**config.mk**
```make
export PLATFORM = sky130hd
export DESIGN_NAME = serial_tc_decode
export DESIGN_NICKNAME = d
export VERILOG_FILES = /design/src/rtl/serial_tc_decode.sv
export SDC_FILE = /design/constraint.sdc
export NUM_CORES = 1
export LEC_CHECK = 0
export ABC_AREA = 1
export CAP_MARGIN = 40
export CORE_UTILIZATION = 57
export DETAILED_ROUTE_END_ITERATION = 10
export MAX_ROUTING_LAYER = met4
export PLACE_DENSITY_LB_ADDON = 0.08
export SLEW_MARGIN = 0
export SYNTH_ARGS = -nofsm -noshare
export SYNTH_HDL_FRONTEND = slang
export SYNTH_SLANG_ARGS = --single-unit
```
**constraint.sdc**
```tcl
create_clock -name t_clk -period 4.2 [get_ports t_clk]
set_clock_uncertainty 0.05 [all_clocks]
set_input_delay 0.63 -clock t_clk [delete_from_list [all_inputs] [get_ports t_clk]]
set_output_delay 0.63 -clock t_clk [all_outputs]
set_load 0.05 [all_outputs]
```
**src/rtl/serial_tc_decode.sv**
```systemverilog
// Serial two's-complement receiver: rebuilds LSB-first words into sign + magnitude on a one-entry valid/ready buffer.
// Define TC_DEC_OVF_EN to add the sticky `ovf` drop flag.
module serial_tc_decode #(
    parameter int W = 8
) (
    input  logic         t_clk,
    input  logic         r_n,
    input  logic         i,
    input  logic         i_vld,
    input  logic         i_sof,
    input  logic         o_rdy,
    output logic         o_vld,
    output logic         o_sign,
    output logic [W-1:0] o_mag
`ifdef TC_DEC_OVF_EN
    ,
    output logic         ovf
`endif
);

    localparam int CW = $clog2(W);
    localparam logic [CW-1:0] LAST = CW'(W - 1);

    typedef enum logic {
        IDLE,
        SHIFT
    } state_t;

    state_t         state;
    state_t         state_nxt;
    logic [CW-1:0]  cnt;
    logic [CW-1:0]  cnt_nxt;
    logic           seen1;
    logic           seen1_nxt;
    logic [W-1:0]   raw;
    logic [W-1:0]   raw_nxt;
    logic [W-1:0]   neg;
    logic [W-1:0]   neg_nxt;
    logic           done;
    logic           done_sign;
    logic [W-1:0]   done_mag;
    logic           load;
    logic           drain;

    always_ff @(posedge t_clk) begin
        if (!r_n) begin
            state <= IDLE;
            cnt   <= '0;
            seen1 <= 1'b0;
            raw   <= '0;
            neg   <= '0;
        end else begin
            state <= state_nxt;
            cnt   <= cnt_nxt;
            seen1 <= seen1_nxt;
            raw   <= raw_nxt;
            neg   <= neg_nxt;
        end
    end

    // Bits enter at the MSB and shift right, so after W bits the LSB sits in bit 0.
    // A start-of-frame bit always restarts the word, even mid-word.
    always_comb begin
        state_nxt = state;
        cnt_nxt   = cnt;
        seen1_nxt = seen1;
        raw_nxt   = raw;
        neg_nxt   = neg;
        done      = 1'b0;
        done_sign = 1'b0;
        done_mag  = '0;
        if (i_vld && i_sof) begin
            raw_nxt   = {i, {(W-1){1'b0}}};
            neg_nxt   = {i, {(W-1){1'b0}}};
            seen1_nxt = i;
            cnt_nxt   = CW'(1);
            state_nxt = SHIFT;
        end else if (i_vld && state == SHIFT) begin
            raw_nxt   = {i, raw[W-1:1]};
            neg_nxt   = {i ^ seen1, neg[W-1:1]};
            seen1_nxt = seen1 | i;
            if (cnt == LAST) begin
                done      = 1'b1;
                done_sign = i;
                done_mag  = i ? neg_nxt : raw_nxt;
                cnt_nxt   = '0;
                state_nxt = IDLE;
            end else begin
                cnt_nxt = cnt + 1'b1;
            end
        end
    end

    assign drain = o_vld & o_rdy;
    assign load  = done & (~o_vld | o_rdy);

    always_ff @(posedge t_clk) begin
        if (!r_n) begin
            o_vld  <= 1'b0;
            o_sign <= 1'b0;
            o_mag  <= '0;
        end else if (load) begin
            o_vld  <= 1'b1;
            o_sign <= done_sign;
            o_mag  <= done_mag;
        end else if (drain) begin
            o_vld <= 1'b0;
        end
    end

`ifdef TC_DEC_OVF_EN
    // A word completing into a full, non-draining buffer is lost.
    always_ff @(posedge t_clk) begin
        if (!r_n) begin
            ovf <= 1'b0;
        end else if (done && o_vld && !o_rdy) begin
            ovf <= 1'b1;
        end
    end
`endif

endmodule

```
==> impl_metrics.tcl <==
set metrics [dict create \
    outcome "complete, no violations" \
    crit_path_cell_trace "clkdlybuf4s50_1" \
    finalSetupTns_ns 0 \
    yosys_warnings 0 \
    boundaryPins 16 \
    maxSlewViolCount 0 \
    cts.hold.buffers_added 0 \
    place.detailed.instances 225 \
    drt-initial-drc-count 35 \
    num_rows 17 \
    route.layer.met1.wl_um 1250 \
    worst-path-buf-inv 1 \
    grt_max_degree 20 \
    x_dimension_of_the_die_um 50.1 \
    grt-ovfl-total 0 \
    drive_above_1_share_pct 7.32 \
    ys_types 19 \
    timing.hold.worst.class "register to register" \
    cts_resized 0 \
    tritoncts "done" \
    number_of_sinks_driven_by_the_clock_tree 29 \
    design.die.area_um2 2510 \
    peakVddDrop_mv 0.311 \
    reg2reg_to "o_mag[4]$_SDFFE_PN0P_" \
    initial_core_util_pct 60.1 \
    timing_hold_violations_final 0 \
    tightestPinTransition_ns 0.502 \
    cts-buffers-inserted 5 \
    finish.net_count 215 \
    ctsLongestPathBuffers 2 \
    synth.yosys.seq_area_share_pct 44.1 \
    clock.fmax_ghz 0.459 \
    cp.arrival_ns 1.50 \
    data_required_time_at_the_worst_endpoint_ns 3.52 \
    post-route-drc-count 0 \
    worst_slew_margin_rel_pct 66.5 \
    ys_ff_latch 29 \
    drt_wl_total_um 2680 \
    whs_endpoint "cnt[1]$_SDFFE_PP0N_" \
    detail_route_antenna_nets 0 \
    startpoint_of_the_lowest_slack_register_to_register_path "cnt[0]$_SDFFE_PN0P_" \
    fillers 199 \
    setup_viol_count_final 0 \
    post-dp-hpwl_um 1820 \
    grt.total_usage_pct 25.9 \
    leakagePower_nw 0.636 \
    dr_wl_met3_um 129 \
    route.met2.wl_um 1230 \
    synth_area_per_cell_um2 7.01 \
    grt_pass1_vias 1111 \
    worstHoldStart "cnt[1]$_SDFFE_PP0N_" \
    die_height_um 50.1 \
    vias_per_cell 5.06 \
    antenna-diode-count 0 \
    port_buffers 15 \
    critical_path.max_fanout 2 \
    critical_path.max_stage_delay_ns 0.81 \
    avgRoutedWirePerCell_um 11.5 \
    clkSlewWorstSetupHoldPaths_ns 0.09 \
    drt-pass1-iter-count 4 \
    timing.setup.critical_path_class "register to output port" \
    synth_area_um2 1320 \
    timing.critical_path.from_type "register" \
    most-common-layout-cells "sky130_fd_sc_hd__nand2_1, sky130_fd_sc_hd__dfxtp_1, sky130_fd_sc_hd__a21oi_1" \
    timing.critical_path.slowest_stage_cell "sky130_fd_sc_hd__clkdlybuf4s50_1" \
    critPathCaptureType "output port" \
    layout_commonest_cell "sky130_fd_sc_hd__nand2_1" \
    via_count 1180 \
    ctsRootBufferMaster "sky130_fd_sc_hd__clkbuf_4" \
    finalWorstPathRequiredPeriod_ns 2.18 \
    floorplan.core_area_um2 2190 \
    area_delta_synth_final_pct 16.5 \
    rd_place_congestion 0.818 \
    synth_nets 199 \
    clock_tree.htree_level_count 2 \
    routed.top_layer "met4" \
    finalNonFillerCells 233 \
    cpLargestDelayFamily "buffers and inverters" \
    finalCritPeriodShare_pct 51.8 \
    rsz0062_at_grt "false" \
    clkLatencyLatePin_ns 0.34 \
    worst_hold_path.num_cells 2 \
    rrSetupSlack_ns 2.73 \
    maxCapViolCount 0 \
    post-cts-setup-buffers 0 \
    power_per_cell_area_nw_per_um2 332 \
    initial_antenna_violation_count 0 \
    worstRegToRegCells 8 \
    synth_cells 188 \
    global_route_wire_length_before_repair_um 4610 \
]
==> cell usage after synthesis <==
cell / count / area (um2)
sky130_fd_sc_hd__nand2_2: 3 / 18.8
sky130_fd_sc_hd__buf_4: 1 / 7.51
sky130_fd_sc_hd__dfxtp_1: 29 / 581
sky130_fd_sc_hd__ha_1: 5 / 62.6
sky130_fd_sc_hd__clkinv_1: 1 / 3.75
sky130_fd_sc_hd__clkbuf_1: 1 / 3.75
sky130_fd_sc_hd__buf_2: 3 / 15.0
sky130_fd_sc_hd__a31oi_1: 1 / 6.26
sky130_fd_sc_hd__nand3_1: 7 / 35.0
sky130_fd_sc_hd__nor2_4: 1 / 11.3
sky130_fd_sc_hd__inv_2: 1 / 3.75
sky130_fd_sc_hd__nand2_4: 2 / 22.5
sky130_fd_sc_hd__o21ai_0: 4 / 20.0
sky130_fd_sc_hd__buf_6: 1 / 11.3
sky130_fd_sc_hd__inv_1: 19 / 71.3
sky130_fd_sc_hd__nand2_1: 64 / 240
sky130_fd_sc_hd__nor2_1: 21 / 78.8
sky130_fd_sc_hd__a211oi_1: 2 / 15.0
sky130_fd_sc_hd__a21oi_1: 22 / 110
==> how the worst max path moves through the flow <==
| stage | start | depth (start not counted) | endpoint | slack [ns] |
|---|---|---|---|---|
| after floorplan | i | 6 | neg[7]$_SDFFE_PN0P_ | 2.75 |
| after global placement | i | 7 | neg[7]$_SDFFE_PN0P_ | 1.82 |
| after detailed placement | i | 7 | neg[7]$_SDFFE_PN0P_ | 1.79 |
| after CTS | o_mag[3]$_SDFFE_PN0P_ | 1 | o_mag[3] | 2.02 |
| after global routing | o_mag[3]$_SDFFE_PN0P_ | 1 | o_mag[3] | 1.97 |
| final | o_mag[3]$_SDFFE_PN0P_ | 1 | o_mag[3] | 2.02 |
==> power breakdown <==
part           leakage, nW  internal (mW)  switching (mW)
clock               0.0413         0.0968           0.100
combinational        0.360        0.00997          0.0204
sequential           0.235          0.279         0.00337
total                0.636          0.386           0.124
==> kinds of logic after synthesis <==
| group | Yosys count | share of synthesized area (%) |
|---|---|---|
| buffers and inverters | 27 | 8.83 |
| adder cells (fa/ha/maj) | 5 | 4.75 |
| AO/OA/AOI/OAI | 29 | 11.5 |
| flip-flops | 29 | 44.1 |
| AND/OR/NAND/NOR | 98 | 30.9 |
==> metrics by stage <==
| stage | worst slack [ns] | utilization (%) | hold slack (ns) | total power, mW | instance area [um2] |
|---|---|---|---|---|---|
| floorplan | 2.75 | - | 0.395 | 0.309 | 1320 |
| global placement | 1.82 | 66.9 | 0.408 | 0.318 | 1470 |
| detailed placement | 1.79 | 66.9 | 0.422 | 0.319 | 1470 |
| CTS | 2.02 | 70.1 | 0.435 | 0.515 | 1540 |
| global route | 1.97 | 70.1 | 0.457 | 0.528 | 1540 |
| finish | 2.02 | 70.1 | 0.428 | 0.510 | 1540 |
==> state kept, by name, indices dropped and copies added (netlist names) <==
signal	count
cnt	3
seen1	1
o_sign	1
state	1
o_vld	1
raw	7
o_mag	8
neg	7
==> routing by layer <==
metal  vias up  global-route usage (%)
met5         -                       -
met4         0                    16.7
met3         8                    7.10
met2        32                    40.2
met1       521                    28.8
li1        619                       -
==> area by class of cell <==
class	instances	area (um2)	share of cell area, %
repair buffers	15	150	9.78
clock inverters	1	5.00	0.326
well taps	28	35.0	2.28
multi-input cells	132	621	40.4
inverters	21	78.8	5.13
clock buffers	7	65.1	4.24
flip-flops and latches	29	581	37.8
Note: power is estimated with default switching activity, not from simulation.
